**src/rtl/iecdrv_sd_arbiter_pkg.sv**
```systemverilog
`default_nettype none
// +----------------------------------------------------------------------------+
// | Module      : iecdrv_pkg                                                   |
// | Description : Shared types and helpers for the IEC multi-drive wrapper and |
// |               its SD channel arbiter: arbiter state encoding, the drive    |
// |               count limit and the drive-count clamp.                       |
// | Revision    : 1.0 - initial release                                        |
// +----------------------------------------------------------------------------+
package iecdrv_pkg;

    localparam int MAX_DRIVES = 4;

    typedef enum logic [1:0] {
        ARB_IDLE  = 2'd0,
        ARB_ISSUE = 2'd1,
        ARB_XFER  = 2'd2,
        ARB_DONE  = 2'd3
    } arb_state_t;

    // Drive count forced into 1..MAX_DRIVES so out-of-range parameters
    // still elaborate to a working configuration.
    function automatic int clamp_ndr(input int n);
        if (n < 1) begin
            return 1;
        end
        if (n > MAX_DRIVES) begin
            return MAX_DRIVES;
        end
        return n;
    endfunction

endpackage
`default_nettype wire

```
**src/rtl/iecdrv_sd_arbiter_if.sv**
```systemverilog
`default_nettype none
// +----------------------------------------------------------------------------+
// | Module      : iecdrv_sd_arbiter_if                                         |
// | Description : Bundles the per-drive request side and the host SD block     |
// |               channel side of the arbiter.                                 |
// |   drv_lba/drv_rd/drv_wr/drv_buff_din : per-drive requests (to arbiter)     |
// |   drv_ack                            : per-drive ack (from arbiter)        |
// |   sd_lba/sd_rd/sd_wr/sd_buff_din     : host request side (from arbiter)    |
// |   sd_ack                             : host ack (to arbiter)               |
// |   modport master : arbiter view; modport slave : drives + host view        |
// | Revision    : 1.0 - initial release                                        |
// +----------------------------------------------------------------------------+
interface iecdrv_sd_arbiter_if #(
    parameter int NDR = 2
);
    localparam int c_N = iecdrv_pkg::clamp_ndr(NDR);

    logic [c_N-1:0][31:0] drv_lba;
    logic [c_N-1:0]       drv_rd;
    logic [c_N-1:0]       drv_wr;
    logic [c_N-1:0]       drv_ack;
    logic [c_N-1:0][7:0]  drv_buff_din;

    logic [31:0]          sd_lba;
    logic                 sd_rd;
    logic                 sd_wr;
    logic                 sd_ack;
    logic [7:0]           sd_buff_din;

    modport master (
        input  drv_lba, drv_rd, drv_wr, drv_buff_din, sd_ack,
        output drv_ack, sd_lba, sd_rd, sd_wr, sd_buff_din
    );

    modport slave (
        output drv_lba, drv_rd, drv_wr, drv_buff_din, sd_ack,
        input  drv_ack, sd_lba, sd_rd, sd_wr, sd_buff_din
    );

endinterface
`default_nettype wire

```
**src/rtl/iecdrv_sd_arbiter_rr_pick.sv**
```systemverilog
`default_nettype none
// +----------------------------------------------------------------------------+
// | Module      : iecdrv_rr_pick                                               |
// | Description : Combinational round-robin picker. Returns the first pending  |
// |               index strictly after the last-grant pointer, wrapping        |
// |               modulo N.                                                    |
// |   i_pending : pending requests (bits >= N must be zero)                    |
// |   i_last    : last-grant pointer                                           |
// |   o_valid   : at least one request pending                                 |
// |   o_idx     : chosen drive index                                           |
// | Revision    : 1.0 - initial release                                        |
// +----------------------------------------------------------------------------+
module iecdrv_rr_pick
    import iecdrv_pkg::*;
#(
    parameter int N = 2
) (
    input  wire logic [MAX_DRIVES-1:0] i_pending,
    input  wire logic [1:0]            i_last,
    output logic                       o_valid,
    output logic [1:0]                 o_idx
);

    localparam int c_N = clamp_ndr(N);

    // Scan from the farthest offset to the nearest so the nearest pending
    // index after the pointer is the last one written and therefore wins.
    always_comb begin
        o_valid = 1'b0;
        o_idx   = 2'd0;
        for (int off = c_N; off >= 1; off--) begin
            if (i_pending[2'((int'(i_last) + off) % c_N)]) begin
                o_valid = 1'b1;
                o_idx   = 2'((int'(i_last) + off) % c_N);
            end
        end
    end

endmodule
`default_nettype wire

```
**src/rtl/iecdrv_sd_arbiter.sv**
```systemverilog
`default_nettype none
// +----------------------------------------------------------------------------+
// | Module      : iecdrv_sd_arbiter                                            |
// | Description : Shares one host SD block channel among up to four IEC drive  |
// |               instances. Grants are round-robin; host ack and write data   |
// |               are routed to/from the granted drive only.                   |
// |   clk   : clk_sys                                                          |
// |   reset : asynchronous, active-high                                        |
// |   bus   : drive request side + host SD side (master modport)               |
// |   grant : index of the current / last granted drive                        |
// |   busy  : arbiter is not idle                                              |
// | Revision    : 1.0 - initial release                                        |
// +----------------------------------------------------------------------------+
module iecdrv_sd_arbiter
    import iecdrv_pkg::*;
#(
    parameter int NDR   = 2,
    parameter int TMO_W = 24
) (
    input  wire logic            clk,
    input  wire logic            reset,
    iecdrv_sd_arbiter_if.master  bus,
    output logic [1:0]           grant,
    output logic                 busy
);

    localparam int               c_N        = clamp_ndr(NDR);
    localparam logic [1:0]       c_PTR_RST  = 2'(c_N - 1);
    // Abort when the counter is one step from all-ones, i.e. the request
    // has been held for 2^TMO_W-1 cycles.
    localparam logic [TMO_W-1:0] c_TMO_LAST = {{(TMO_W-1){1'b1}}, 1'b0};
    localparam logic [TMO_W-1:0] c_TMO_ONE  = {{(TMO_W-1){1'b0}}, 1'b1};

    arb_state_t       state_q, state_d;
    logic [1:0]       grant_q, grant_d;
    logic [1:0]       ptr_q, ptr_d;
    logic [31:0]      sd_lba_q, sd_lba_d;
    logic             sd_rd_q, sd_rd_d;
    logic             sd_wr_q, sd_wr_d;
    logic [TMO_W-1:0] tmo_q, tmo_d;

    // Drive-side vectors padded to MAX_DRIVES so a 2-bit grant always
    // indexes in range regardless of NDR.
    logic [MAX_DRIVES-1:0]       w_rd4;
    logic [MAX_DRIVES-1:0]       w_wr4;
    logic [MAX_DRIVES-1:0]       w_pend4;
    logic [MAX_DRIVES-1:0][31:0] w_lba4;
    logic [MAX_DRIVES-1:0][7:0]  w_din4;
    logic                        w_pick_valid;
    logic [1:0]                  w_pick_idx;
    logic                        w_ack_en;

    for (genvar g = 0; g < MAX_DRIVES; g++) begin : g_pad
        if (g < c_N) begin : g_used
            assign w_rd4[g]  = bus.drv_rd[g];
            assign w_wr4[g]  = bus.drv_wr[g];
            assign w_lba4[g] = bus.drv_lba[g];
            assign w_din4[g] = bus.drv_buff_din[g];
        end else begin : g_unused
            assign w_rd4[g]  = 1'b0;
            assign w_wr4[g]  = 1'b0;
            assign w_lba4[g] = 32'd0;
            assign w_din4[g] = 8'd0;
        end
    end

    assign w_pend4 = w_rd4 | w_wr4;

    iecdrv_rr_pick #(
        .N (c_N)
    ) u_pick (
        .i_pending (w_pend4),
        .i_last    (ptr_q),
        .o_valid   (w_pick_valid),
        .o_idx     (w_pick_idx)
    );

    // State register
    always_ff @(posedge clk or posedge reset) begin
        if (reset) begin
            state_q  <= ARB_IDLE;
            grant_q  <= 2'd0;
            ptr_q    <= c_PTR_RST;
            sd_lba_q <= 32'd0;
            sd_rd_q  <= 1'b0;
            sd_wr_q  <= 1'b0;
            tmo_q    <= '0;
        end else begin
            state_q  <= state_d;
            grant_q  <= grant_d;
            ptr_q    <= ptr_d;
            sd_lba_q <= sd_lba_d;
            sd_rd_q  <= sd_rd_d;
            sd_wr_q  <= sd_wr_d;
            tmo_q    <= tmo_d;
        end
    end

    // Next-state logic
    always_comb begin
        state_d  = state_q;
        grant_d  = grant_q;
        ptr_d    = ptr_q;
        sd_lba_d = sd_lba_q;
        sd_rd_d  = sd_rd_q;
        sd_wr_d  = sd_wr_q;
        tmo_d    = tmo_q;

        case (state_q)
            ARB_IDLE: begin
                if (w_pick_valid) begin
                    grant_d  = w_pick_idx;
                    sd_lba_d = w_lba4[w_pick_idx];
                    // Read wins when a drive raises both directions.
                    sd_rd_d  = w_rd4[w_pick_idx];
                    sd_wr_d  = ~w_rd4[w_pick_idx];
                    tmo_d    = '0;
                    state_d  = ARB_ISSUE;
                end
            end
            ARB_ISSUE: begin
                if (bus.sd_ack) begin
                    sd_rd_d = 1'b0;
                    sd_wr_d = 1'b0;
                    state_d = ARB_XFER;
                end else if (!w_pend4[grant_q] || (tmo_q == c_TMO_LAST)) begin
                    // Drive abort or host never answered: release the
                    // channel and move the pointer past this drive.
                    sd_rd_d = 1'b0;
                    sd_wr_d = 1'b0;
                    ptr_d   = grant_q;
                    state_d = ARB_IDLE;
                end else begin
                    tmo_d = tmo_q + c_TMO_ONE;
                end
            end
            ARB_XFER: begin
                if (!bus.sd_ack) begin
                    state_d = ARB_DONE;
                end
            end
            ARB_DONE: begin
                ptr_d   = grant_q;
                state_d = ARB_IDLE;
            end
            default: begin
                state_d = ARB_IDLE;
            end
        endcase
    end

    // Output logic: ack and write data are unregistered so they track the
    // host strobes cycle-for-cycle.
    always_comb begin
        w_ack_en        = bus.sd_ack & ((state_q == ARB_ISSUE) | (state_q == ARB_XFER));
        busy            = (state_q != ARB_IDLE);
        bus.sd_buff_din = w_din4[grant_q];
    end

    for (genvar g = 0; g < c_N; g++) begin : g_ack
        assign bus.drv_ack[g] = w_ack_en & (grant_q == 2'(g));
    end

    assign bus.sd_lba = sd_lba_q;
    assign bus.sd_rd  = sd_rd_q;
    assign bus.sd_wr  = sd_wr_q;
    assign grant      = grant_q;

endmodule
`default_nettype wire

```
**src/flat_wrapper.sv**
```systemverilog
// flat-port wrapper written by rule: the top's interface ports become plain ports
module iecdrv_sd_arbiter_flat import iecdrv_pkg::*;
#(
    parameter int NDR   = 2,
    parameter int TMO_W = 24
)
  (clk, reset, grant, busy, bus_drv_lba, bus_drv_rd, bus_drv_wr, bus_drv_buff_din, bus_sd_ack, bus_drv_ack, bus_sd_lba, bus_sd_rd, bus_sd_wr, bus_sd_buff_din);
  iecdrv_sd_arbiter_if #(.NDR(NDR)) bus_i ();
  input  wire logic clk;
  input  wire logic reset;
  output logic [1:0] grant;
  output logic busy;
  input wire logic [$bits(bus_i.drv_lba)-1:0] bus_drv_lba;
  input wire logic [$bits(bus_i.drv_rd)-1:0] bus_drv_rd;
  input wire logic [$bits(bus_i.drv_wr)-1:0] bus_drv_wr;
  input wire logic [$bits(bus_i.drv_buff_din)-1:0] bus_drv_buff_din;
  input wire logic [$bits(bus_i.sd_ack)-1:0] bus_sd_ack;
  output wire logic [$bits(bus_i.drv_ack)-1:0] bus_drv_ack;
  output wire logic [$bits(bus_i.sd_lba)-1:0] bus_sd_lba;
  output wire logic [$bits(bus_i.sd_rd)-1:0] bus_sd_rd;
  output wire logic [$bits(bus_i.sd_wr)-1:0] bus_sd_wr;
  output wire logic [$bits(bus_i.sd_buff_din)-1:0] bus_sd_buff_din;
  assign bus_i.drv_lba = bus_drv_lba;
  assign bus_i.drv_rd = bus_drv_rd;
  assign bus_i.drv_wr = bus_drv_wr;
  assign bus_i.drv_buff_din = bus_drv_buff_din;
  assign bus_i.sd_ack = bus_sd_ack;
  assign bus_drv_ack = bus_i.drv_ack;
  assign bus_sd_lba = bus_i.sd_lba;
  assign bus_sd_rd = bus_i.sd_rd;
  assign bus_sd_wr = bus_i.sd_wr;
  assign bus_sd_buff_din = bus_i.sd_buff_din;
  iecdrv_sd_arbiter #(.NDR(NDR), .TMO_W(TMO_W)) u_core (.clk(clk), .reset(reset), .bus(bus_i), .grant(grant), .busy(busy));
endmodule
```
**config.mk**
```make
export PLATFORM = sky130hd
export DESIGN_NAME = iecdrv_sd_arbiter_flat
export DESIGN_NICKNAME = d
export VERILOG_FILES = /design/src/rtl/iecdrv_sd_arbiter_pkg.sv /design/src/rtl/iecdrv_sd_arbiter_if.sv /design/src/rtl/iecdrv_sd_arbiter_rr_pick.sv /design/src/rtl/iecdrv_sd_arbiter.sv /design/src/flat_wrapper.sv
export SDC_FILE = /design/constraint.sdc
export NUM_CORES = 1
export LEC_CHECK = 0
export ABC_AREA = 1
export BUFFER_PORTS_ARGS = -buffer_cell sky130_fd_sc_hd__buf_4
export CORE_AREA = 2 2 94 96
export CTS_CLUSTER_DIAMETER = 200
export DETAILED_ROUTE_END_ITERATION = 8
export DIE_AREA = 0 0 96 98
export PLACE_DENSITY = 0.77
export SYNTH_ARGS = -nofsm -noshare
export SYNTH_HDL_FRONTEND = slang
export SYNTH_HIERARCHICAL = 1
export SYNTH_SLANG_ARGS = --single-unit
```
**constraint.sdc**
```tcl
create_clock -name clk -period 1.9 [get_ports clk]
set_clock_uncertainty 0.2 [all_clocks]
set_input_delay 0.095 -clock clk [delete_from_list [all_inputs] [get_ports clk]]
set_output_delay 0.095 -clock clk [all_outputs]
set_load 0.1 [all_outputs]
```
==> qor.csv <==
metric,value,unit
RSZ-0062 raised after global routing,true,
H-tree depth,3,
Post-Place Cells,728,
Max-Cap Viols,0,
crit path buf inv count,2,
DR vias/cell,5.37,
# DRC,0,
final setup margin,-95.5,ps
overall routed net length,14800,um
Syn Std Cell Area,3750,sq um
peak supply drop,1.25,mV
Avg Inst Size Synth,7.77,sq um
final setup vio count,5,
first-pass GRT wire length,22900,um
failing checks,setup timing,
Yosys warnings,6,
Crit path max-delay family,simple AND/OR/NAND/NOR gates,
initial drt markers,390,
CP Class,register to register,
port bufs,133,
total gr overflow,0,
worst min path class,input pin to register,
Worst-path clk slew,80,ps
cell row count,34,
CP most frequent cell,nor2_1,
Initial Util,44.3,%
DP Area,5090,sq um
share of cells above drive strength 1,33.5,%
status,"finished, violations left",
clock latency on the worst-skew pair,350,ps
die area,9410,sq um
FILL cells,496,
CP Cell Sequence,ha_1 -> inv_1 -> nor2_1 -> buf_4 -> nand3_1 -> xor2_1 -> nor2_1 -> nand2_2 -> nand2_1,
Worst EP required,1980,ps
Final ANT Viol Nets,0,
Pleak,3.04,nW
minimum clock period,2000,ps
Final Hold Fails,0,
CP Data Arrival Time,2080,ps
RD Place Congestion,0.911,
drt pass-1 iters,5,
Worst path max stage delay,440,ps
switching part of the total,57.8,%
final net count,805,
die height,98,um
synthesized instance count,483,
Num CTS Buffers,9,
combinational fraction of design power,67.0,%
Final Cell Area,6190,sq um
wire length per cell,17.9,um
detailed-route via count,4435,
power per cell area,1590,nW/um^2
CTS Sinks,63,
Sequential Power Share,20.4,%
CORE AREA,8470,sq um
Die Width,96,um
non-filler instance count after layout,826,
count of final max-slew check failures,0,
largest net degree at the start of global routing,36,
"Slowest-stage cell, CP",dfrtp_1,
worst-path fanout max,4,
clock network fraction of total power,12.6,%
crit start category,register,
total power,0.00981,W
vias in the first global route,4525,
Mapped Nets,576,
Detail Placement HPWL,8220,um
io pins,134,
Switch Pwr,0.00568,W
Setup TNS,-248,ps
GRT Total Usage,31.5,%
Max clock buf depth,2,
clock root buffer,clkbuf_8,
Critical Path End Type,register,
P&R area growth vs syn,65.0,%
Final Util,73.1,%
initial antenna violation count,1,
period utilisation layout,105,%
Int Pwr,0.00414,W
Peak Freq,0.501,GHz
CTS tree,built,
## final timing paths
| check | slack (ps) | depth (start not counted) | start | end |
|---|---|---|---|---|
| min in group asynchronous | 110 | 3 | reset | u_core/tmo_q[15] |
| max reg2reg | -100 | 9 | u_core/tmo_q[1] | u_core/tmo_q[12] |
| max | -100 | 9 | u_core/tmo_q[1] | u_core/tmo_q[12] |
| min reg2reg | 290 | 2 | u_core/bus.sd_lba[9] | u_core/bus.sd_lba[9] |
| min | 30 | 5 | bus_drv_rd[1] | u_core/bus.sd_rd |
| max in group asynchronous | 750 | 4 | reset | u_core/ptr_q[0] |
## cells in the final DEF, fill, tap and decap left out, drive strengths merged, types with 3 or more instances in the layout
master and count:
clkinvlp 3, dlygate4sd3 66, nand3 12, xor2 5
dfrtp 62, a22o 8, nand2 181, o21ai 38
a21oi 8, or2 4, nand4 9, inv 29
clkbuf 9, nor2 61, buf 168, xnor2 9
ha 6, mux2i 32
## power by group through the flow
stage / Combinational [W] / Clock (W) / Sequential, W
floorplan: 0.00235 / 0 / 0.00403
global placement: 0.00570 / 0 / 0.00199
detailed placement: 0.00581 / 0 / 0.00200
CTS: 0.00603 / 0.00123 / 0.00198
global route: 0.00680 / 0.00131 / 0.00204
finish: 0.00657 / 0.00124 / 0.00200
## sequential cells by signal, summed over array words and instances (netlist names), named ones only
register	count
u_core/bus.sd_lba	32
u_core/tmo_q	24
u_core/grant	2
u_core/bus.sd_rd	1
u_core/bus.sd_wr	1
u_core/ptr_q	1
u_core/state_q	1
## metal layers
layer / part of all wire, % / GRT usage, % / vias to the layer above
met5: 0 / 0 / -
met4: 4.1 / 15.7 / 0
met3: 8.5 / 8.18 / 59
met2: 49 / 50.6 / 282
met1: 38 / 38.6 / 2082
li1: - / - / 2012
## stage by stage
stage / worst slack, ps / hold slack [ps]
2_1_floorplan: -368 / 91.2
3_3_place_gp: 69.7 / -85.4
3_5_place_dp: -13.3 / -76.9
4_1_cts: 0.565 / 8.92
5_1_grt: -158 / 65.1
6_report: -95.5 / 25.5
## repair_timing
| item | CTS | global route |
|---|---|---|
| pin swaps | 1 | 7 |
| buffers inserted | 3 | 12 |
| hold buffers | 66 | 0 |
| gates resized for setup | 7 | 25 |
| endpoints found under the hold margin | 96 | 0 |
| cloned | 0 | 1 |
| setup endpoints to repair | 30 | 38 |
## layout make-up
class	instances	area, sq um	area share (%)
tap	108	135	2.18
clock buffer	9	124	2.00
multi-input combinational	377	2120	34.2
timing repair buffer	234	2040	32.9
inverter	27	110	1.78
antenna	1	2.50	0.0404
sequential	63	1580	25.5
clock inverter	7	80.1	1.29
## tightest hold or removal path, stage by stage
cell and delay (ps):
buf_4 110, nand2_1 50, a21oi_1 90, nand2_1 90, o21ai_0 80
Note: power is estimated with default switching activity, not from simulation.
